## src/rtl/fpga_cfg_pkg.sv

```systemverilog
// fpga_cfg_pkg
//   Shared types and constants for the fabric configuration loader.
//   - cfg_state_e           : loader FSM states
//   - TILE_*_CHAIN_LEN      : scan-chain lengths of the 8x8 tile
//   - ceil_div()            : integer ceiling division, used for word counts
package fpga_cfg_pkg;

  typedef enum logic [1:0] {
    IDLE       = 2'd0,
    SHIFT_CLB  = 2'd1,
    SHIFT_CONN = 2'd2,
    DONE       = 2'd3
  } cfg_state_e;

  localparam int TILE_CLB_CHAIN_LEN  = 2048;
  localparam int TILE_CONN_CHAIN_LEN = 4096;

  function automatic int ceil_div(input int num, input int den);
    return (num + den - 1) / den;
  endfunction

endpackage

```

## src/rtl/fpga_cfg_loader_rdback.sv

```systemverilog
// cfg_rdback_packer
//   Serial-to-word packer for bits returned from a scan-chain end.
//   Bits are packed LSB-first; a word is emitted when WORD_W bits are
//   collected or when 'last' marks the final bit of a chain, in which case
//   the unfilled high bits are zero. 'clear' drops a partial word silently.
// Ports:
//   clk, reset        : clock, asynchronous active-high reset
//   clear             : discard the partial word, suppress any pulse
//   bit_vld, bit_in   : one serial bit per assertion of bit_vld
//   last              : bit_in is the last bit of its chain (flush)
//   chain             : chain id travelling with the word
//   rd_data/rd_valid/rd_chain : packed word, one-cycle pulse, chain id
module cfg_rdback_packer #(
  parameter int WORD_W = 8
) (
  input  logic              clk,
  input  logic              reset,
  input  logic              clear,
  input  logic              bit_vld,
  input  logic              bit_in,
  input  logic              last,
  input  logic              chain,
  output logic [WORD_W-1:0] rd_data,
  output logic              rd_valid,
  output logic              rd_chain
);

  localparam int IDX_W = $clog2(WORD_W + 1);
  localparam logic [IDX_W-1:0] IDX_LAST = IDX_W'(WORD_W - 1);

  logic [WORD_W-1:0] acc_q;
  logic [WORD_W-1:0] acc_nx;
  logic [IDX_W-1:0]  idx_q;

  assign acc_nx = acc_q | (WORD_W'(bit_in) << idx_q);

  always_ff @(posedge clk or posedge reset) begin
    if (reset) begin
      acc_q    <= '0;
      idx_q    <= '0;
      rd_data  <= '0;
      rd_valid <= 1'b0;
      rd_chain <= 1'b0;
    end else begin
      rd_valid <= 1'b0;
      if (clear) begin
        acc_q <= '0;
        idx_q <= '0;
      end else if (bit_vld) begin
        if (last || (idx_q == IDX_LAST)) begin
          rd_data  <= acc_nx;
          rd_chain <= chain;
          rd_valid <= 1'b1;
          acc_q    <= '0;
          idx_q    <= '0;
        end else begin
          acc_q <= acc_nx;
          idx_q <= idx_q + IDX_W'(1);
        end
      end
    end
  end

endmodule

```

## src/rtl/fpga_cfg_loader.sv

```systemverilog
// fpga_cfg_loader
//   Programs the fabric's CLB scan chain and then its connection scan chain
//   from a word-wide bitstream, one bit per scan_shift strobe (every DIV
//   clocks while a word is buffered). Bits leaving the chain ends are packed
//   into read-back words so the previous configuration is captured.
// Ports:
//   clk, reset                  : clock, asynchronous active-high reset
//   start, abort                : begin a load (IDLE/DONE only) / return to IDLE
//   cfg_data, cfg_valid, cfg_ready : bitstream word handshake, LSB first
//   busy, cfg_done              : shifting / load complete (level)
//   clb_scan_en, clb_scan_out   : CLB chain enable and serial data to core
//   conn_scan_en, conn_scan_out : connection chain enable and data to core
//   scan_shift                  : the fabric shifts in this cycle
//   clb_scan_in, conn_scan_in   : chain tail bits returned from core
//   rd_data, rd_valid, rd_chain : read-back word, pulse, source chain
module fpga_cfg_loader
  import fpga_cfg_pkg::*;
#(
  parameter int CLB_CHAIN_LEN  = TILE_CLB_CHAIN_LEN,
  parameter int CONN_CHAIN_LEN = TILE_CONN_CHAIN_LEN,
  parameter int WORD_W         = 8,
  parameter int DIV            = 2,
  parameter int CNT_W          = $clog2(((CLB_CHAIN_LEN > CONN_CHAIN_LEN) ?
                                         CLB_CHAIN_LEN : CONN_CHAIN_LEN) + 1)
) (
  input  logic              clk,
  input  logic              reset,
  input  logic              start,
  input  logic              abort,
  input  logic [WORD_W-1:0] cfg_data,
  input  logic              cfg_valid,
  output logic              cfg_ready,
  output logic              busy,
  output logic              cfg_done,
  output logic              clb_scan_en,
  output logic              clb_scan_out,
  output logic              conn_scan_en,
  output logic              conn_scan_out,
  output logic              scan_shift,
  input  logic              clb_scan_in,
  input  logic              conn_scan_in,
  output logic [WORD_W-1:0] rd_data,
  output logic              rd_valid,
  output logic              rd_chain
);

  localparam int DIV_W = $clog2(DIV);
  localparam int BIT_W = $clog2(WORD_W + 1);
  localparam logic [DIV_W-1:0] DIV_LAST  = DIV_W'(DIV - 1);
  localparam logic [BIT_W-1:0] BIT_LAST  = BIT_W'(WORD_W - 1);
  localparam logic [CNT_W-1:0] CLB_LAST  = CNT_W'(CLB_CHAIN_LEN - 1);
  localparam logic [CNT_W-1:0] CONN_LAST = CNT_W'(CONN_CHAIN_LEN - 1);

  cfg_state_e        state_q;
  cfg_state_e        state_nx;
  logic              busy_q;
  logic              done_q;
  logic              clb_en_q;
  logic              conn_en_q;

  logic [WORD_W-1:0] word_q;
  logic              buf_full_q;
  logic [DIV_W-1:0]  div_cnt_q;
  logic [BIT_W-1:0]  bit_idx_q;
  logic [CNT_W-1:0]  chain_cnt_q;

  logic              shift_now;
  logic              chain_last;
  logic              chain_end;
  logic              start_ok;
  logic              take;
  logic              scan_bit;

  assign shift_now  = buf_full_q && (div_cnt_q == DIV_LAST);
  assign chain_last = (clb_en_q  && (chain_cnt_q == CLB_LAST)) ||
                      (conn_en_q && (chain_cnt_q == CONN_LAST));
  assign chain_end  = shift_now && chain_last;
  assign start_ok   = start && ((state_q == IDLE) || (state_q == DONE));
  assign take       = cfg_valid && cfg_ready;
  // Gated by buf_full so an emptied or stale buffer drives 0.
  assign scan_bit   = buf_full_q && |(word_q & (WORD_W'(1) << bit_idx_q));

  always_comb begin
    state_nx = state_q;
    if (abort) begin
      state_nx = IDLE;
    end else begin
      case (state_q)
        IDLE, DONE: if (start)     state_nx = SHIFT_CLB;
        SHIFT_CLB:  if (chain_end) state_nx = SHIFT_CONN;
        SHIFT_CONN: if (chain_end) state_nx = DONE;
        default:                   state_nx = IDLE;
      endcase
    end
  end

  // Control stage: state plus registered status/enable outputs
  always_ff @(posedge clk or posedge reset) begin
    if (reset) begin
      state_q   <= IDLE;
      busy_q    <= 1'b0;
      done_q    <= 1'b0;
      clb_en_q  <= 1'b0;
      conn_en_q <= 1'b0;
    end else begin
      state_q   <= state_nx;
      busy_q    <= (state_nx == SHIFT_CLB) || (state_nx == SHIFT_CONN);
      done_q    <= (state_nx == DONE);
      clb_en_q  <= (state_nx == SHIFT_CLB);
      conn_en_q <= (state_nx == SHIFT_CONN);
    end
  end

  // Word buffer and shift timing
  always_ff @(posedge clk or posedge reset) begin
    if (reset) begin
      word_q      <= '0;
      buf_full_q  <= 1'b0;
      div_cnt_q   <= '0;
      bit_idx_q   <= '0;
      chain_cnt_q <= '0;
    end else if (abort || start_ok) begin
      word_q      <= '0;
      buf_full_q  <= 1'b0;
      div_cnt_q   <= '0;
      bit_idx_q   <= '0;
      chain_cnt_q <= '0;
    end else if (take) begin
      word_q     <= cfg_data;
      buf_full_q <= 1'b1;
      div_cnt_q  <= '0;
      bit_idx_q  <= '0;
    end else if (buf_full_q) begin
      if (shift_now) begin
        div_cnt_q <= '0;
        if (chain_last) begin
          // Leftover bits of a mid-word chain end are discarded; the next
          // chain always begins on a fresh word.
          buf_full_q  <= 1'b0;
          bit_idx_q   <= '0;
          chain_cnt_q <= '0;
        end else begin
          bit_idx_q   <= bit_idx_q + BIT_W'(1);
          chain_cnt_q <= chain_cnt_q + CNT_W'(1);
          if (bit_idx_q == BIT_LAST) buf_full_q <= 1'b0;
        end
      end else begin
        div_cnt_q <= div_cnt_q + DIV_W'(1);
      end
    end
  end

  cfg_rdback_packer #(
    .WORD_W (WORD_W)
  ) u_rdback (
    .clk      (clk),
    .reset    (reset),
    .clear    (abort || start_ok),
    .bit_vld  (shift_now),
    .bit_in   (clb_en_q ? clb_scan_in : conn_scan_in),
    .last     (chain_last),
    .chain    (conn_en_q),
    .rd_data  (rd_data),
    .rd_valid (rd_valid),
    .rd_chain (rd_chain)
  );

  assign busy          = busy_q;
  assign cfg_done      = done_q;
  assign cfg_ready     = busy_q && !buf_full_q;
  assign clb_scan_en   = clb_en_q;
  assign conn_scan_en  = conn_en_q;
  assign clb_scan_out  = clb_en_q && scan_bit;
  assign conn_scan_out = conn_en_q && scan_bit;
  assign scan_shift    = shift_now;

endmodule

```

## config.mk

```make
export PLATFORM = sky130hd
export DESIGN_NAME = fpga_cfg_loader
export DESIGN_NICKNAME = d
export VERILOG_FILES = /design/src/rtl/fpga_cfg_pkg.sv /design/src/rtl/fpga_cfg_loader_rdback.sv /design/src/rtl/fpga_cfg_loader.sv
export SDC_FILE = /design/constraint.sdc
export NUM_CORES = 1
export LEC_CHECK = 0
export ABC_AREA = 1
export CORE_MARGIN = 2
export CORE_UTILIZATION = 50
export DETAILED_ROUTE_END_ITERATION = 10
export PLACE_DENSITY = 0.75
export SLEW_MARGIN = 20
export SYNTH_ARGS = -nofsm -noshare
export SYNTH_HDL_FRONTEND = slang
export SYNTH_SLANG_ARGS = --single-unit
export TNS_END_PERCENT = 5
```

## constraint.sdc

```tcl
create_clock -name clk -period 2.13 [get_ports clk]
set_input_delay 0.5325 -clock clk [delete_from_list [all_inputs] [get_ports clk]]
set_output_delay 0.5325 -clock clk [all_outputs]
set_load 0.03 [all_outputs]
```

==> out/qor_table.md <==
| Quantity | Reported | Unit |
|---|---|---|
| Mean Syn Cell Area | 8.36 | sq um |
| Worst vdd rail ir drop | 0.560 | mV |
| Largest net degree at the start of global routing | 25 | - |
| Hold worst-path end | u_rdback.rd_data[2] | - |
| Filler instances | 459 | - |
| CP Cell Sequence | buf_4 -> ha_4 -> a21oi_2 -> o211ai_1 -> nand2_1 -> nand3_2 -> nand3_4 -> nor2_4 -> buf_6 | - |
| Placed wire-length estimate | 4590 | um |
| Measured slew at the worst slew-check pin | 0.432 | ns |
| Number of H-tree branching levels | 2 | - |
| Sw Ratio | 32.0 | % |
| Mapped Area | 2850 | sq um |
| Worst slew slack as a fraction of its limit | 71.2 | % |
| Routed Antenna Nets | 0 | - |
| CTS tree | built | - |
| Total inserted antenna cells | 0 | - |
| Vias per std cell | 5.07 | - |
| Share of async-settable or async-resettable flops after synthesis | 100 | % |
| Top post-synthesis cells by area | dfrtp_1, nand2_1, ha_1 | - |
| Routed via count | 2333 | - |
| Critical path's largest stage delay | 0.44 | ns |
| Maximum clock skew at final layout | 0.0107 | ns |
| Flop and latch count out of synthesis | 55 | - |
| Worst hold path cell count | 2 | - |
| Launch instance of the worst register-to-register path | state_q[0] | - |
| Post-route clock period utilization | 105 | % |
| Number of cells on the worst reg-to-reg path | 9 | - |
| Largest driver fanout on the critical path | 4 | - |
| Die W | 79.5 | um |
| Placer congestion estimate | 0.869 | - |
| Status | finished, violations left | - |
| Number of enable flip-flop cells after synthesis | 0 | - |
| Initial antenna violation count | 0 | - |
| Number of global-route vias before repair | 2316 | - |
| Cell-internal power | 1.71 | mW |
| Total length of routed wires | 6110 | um |
| Proportion of power drawn by flip-flops and latches | 46.8 | % |
| Cell count after synthesis | 341 | - |
| Path category of the worst min-delay check | reg -> reg | - |
| Initial core utilization | 51.8 | % |
| Setup repair after global routing missed its margin | yes | - |
| Total gr overflow | 0 | - |
| Minimum clock period | 2.24 | ns |
| Number of detailed-route iterations in the first pass | 4 | - |
| Global-route wire length before repair | 10900 | um |
| Violation count after the first detailed-route iteration | 186 | - |
| I/O pin total | 33 | - |
| Vertical die dimension | 79.5 | um |
| Gr usage total | 22.3 | % |
| Violations in the final reports | setup timing | - |
| Buffer type at the clock tree root | clkbuf_8 | - |
| Synth cell types | 33 | - |
| Highest-delay cell along the critical path | dfrtp_1 | - |
| Leakage power | 1.69 | nW |
| Worst setup timing slack at the placement stage | 0.111 | ns |
| Pwr dens | 714 | nW/um^2 |
| Sequential-to-total area share from yosys stat | 48.3 | % |
| Relative contribution of combinational cells to total power | 24.2 | % |
| Power spent charging and discharging nets | 806 | uW |
| Predominant post-synthesis flop cell | dfrtp_1 | - |
| Area of combinational cells with multiple inputs | 1340 | sq um |
| Count of placed standard cells including taps | 446 | - |
| Worst slack on hold paths | 0.489 | ns |
| Launch instance of the worst min-delay path | u_rdback.rd_data[2] | - |
| Required time of the worst setup path | 1.60 | ns |
| WP data arrival | 1.71 | ns |
| Critical Path End Type | output pin | - |
| Area share of the largest cell type after synthesis | 48.3 | % |
| Yosys Warn Count | 0 | - |
| Post-DR wirelength/cell | 13.3 | um |
| Cell taking the most area after synthesis | dfrtp_1 | - |
| Number of clock sinks | 55 | - |
| Core Footprint | 5510 | sq um |
| Final slew viol count | 0 | - |
| Power share of the clock group | 29.0 | % |
| Sequential cell area | 1380 | sq um |
| Critical path launch point type | flop | - |
| Number of CTS-inserted buffers | 5 | - |
| R2R Setup Slk | 0.23 | ns |
| Hold Vio Cnt, Final | 0 | - |
| Worst reg2reg endpoint | busy | - |
| Max Root-Sink Buffers | 2 | - |
| Area of the die | 6320 | sq um |
| P&R area growth vs syn | 23.7 | % |
| IO buf count | 32 | - |
| Post-route DRC | 0 | - |
| Source-to-sink clock delay at the later pin of the worst-skew pair | 0.31 | ns |
| Post-Route Setup TNS | -0.221 | ns |
| Cell Rows | 27 | - |
| Setup Viol. Count Final | 2 | - |
| Setup Crit Path Kind | reg -> out | - |
| Number of nets in the synthesized netlist | 369 | - |
| MaxCap Viol Count | 0 | - |
| Final worst slack | -0.113 | ns |
| Final non-filler cell total | 460 | - |
| Clock input transition at the sequential cells of the worst setup and hold paths | 0.10 | ns |
| Fmax achieved | 446 | MHz |
| Overall power of the completed layout | 2.52 | mW |
| Final layout net count | 415 | - |
| Fraction of layout cells with a size suffix above 1 | 16.5 | % |
## worst max path at each step
stage            startpoint       endpoint  slack, ns
6_report       bit_idx_q[0]   clb_scan_out      -0.11
4_1_cts        bit_idx_q[0]  conn_scan_out      -0.13
5_1_grt        bit_idx_q[0]   clb_scan_out      -0.19
3_3_place_gp   bit_idx_q[0]  conn_scan_out       0.15
2_1_floorplan  bit_idx_q[0]   clb_scan_out       0.15
3_5_place_dp   bit_idx_q[0]  conn_scan_out       0.11
## layer usage
metal  part of all wire, %  track usage (%)  vias up
met2                    44             33.0       56
met3                   5.9             4.75        4
li1                      -                -     1178
met1                    49             32.7     1095
met5                     0                0        -
met4                   1.0             7.07        0
## metrics by stage
step	cell area, sq um	utilization [%]
floorplan	2850	-
global placement	3290	59.7
detailed placement	3290	59.7
CTS	3480	63.3
global route	3530	64.1
finish	3530	64.1
## cell families after synthesis
logic type / count (synthesis) / synth area share (%)
adder cells (fa/ha/maj): 13 / 5.70
flip-flops: 55 / 48.3
buffers and inverters: 48 / 7.11
XOR/XNOR: 5 / 1.54
AO/OA/AOI/OAI: 43 / 8.34
AND/OR/NAND/NOR: 177 / 29.0
## worst max-delay path, delay by kind of cell, from the launching register on
kind            cells  cell delay (ns)
compound gates      2             0.21
fa+ha+maj           1             0.15
buf+inv             2             0.30
flops               1             0.44
simple gates        4             0.31
## layout make-up
type,instances,area share (%)
sequential,55,39.0
multi-input combinational,238,38.0
timing repair buffer,43,12.1
inverter,44,4.86
tap,72,2.55
clock buffer,6,2.34
clock inverter,2,1.10
## power groups by stage
stage / clock network [mW] / logic (mW) / registers, mW
after floorplan: 0 / 0.366 / 1.22
after global placement: 0 / 0.593 / 1.19
after detailed placement: 0 / 0.612 / 1.20
after CTS: 0.748 / 0.610 / 1.18
after global routing: 0.786 / 0.702 / 1.19
final: 0.730 / 0.610 / 1.18
## layout by cell type (no fill, tap or decap), types with 3 or more instances in the layout
| cell type | count |
|---|---|
| inv_1 | 36 |
| inv_2 | 5 |
| clkdlybuf4s50_1 | 28 |
| nand2_1 | 92 |
| buf_4 | 9 |
| o22ai_1 | 4 |
| nor2_1 | 28 |
| nor2_2 | 3 |
| nand2_2 | 8 |
| nand3_2 | 3 |
| dfrtp_1 | 54 |
| a21oi_1 | 7 |
| xor2_1 | 3 |
| ha_1 | 10 |
| clkbuf_8 | 6 |
| o21ai_0 | 23 |
| nor2_4 | 6 |
| nand2_4 | 5 |
| nand3_1 | 24 |
## registers in the layout, indices dropped and copies added (netlist names)
| name | count |
|---|---|
| u_rdback.rd_data | 8 |
| chain_cnt_q | 13 |
| u_rdback.rd_valid | 1 |
| clb_scan_en | 1 |
| state_q | 2 |
| conn_scan_en | 1 |
| busy | 1 |
| u_rdback.idx_q | 4 |
| u_rdback.rd_chain | 1 |
| cfg_done | 1 |
| buf_full_q | 1 |
| div_cnt_q | 1 |
| u_rdback.acc_q | 8 |
| word_q | 8 |
| bit_idx_q | 4 |
## repair_timing
item                                    in CTS  in global routing
hold buffers                                 0                  0
endpoints found under the setup margin       4                  2
setup buffers                                4                  2
pin swaps                                    5                  2
resized for setup                           15                  6
hold endpoints to repair                     0                  0
## cells in the mapped netlist (3+ instances only)
| master | n |
|---|---|
| dfrtp_1 | 55 |
| nor2_2 | 3 |
| nand2_4 | 5 |
| nand2_2 | 8 |
| ha_1 | 13 |
| inv_1 | 39 |
| a21oi_1 | 9 |
| nand2_1 | 92 |
| nor2_1 | 30 |
| o21ai_0 | 23 |
| xor2_1 | 3 |
| nand3_1 | 26 |
| nor2_4 | 4 |
| o22ai_1 | 4 |
Power figures use the tool's default switching activity.
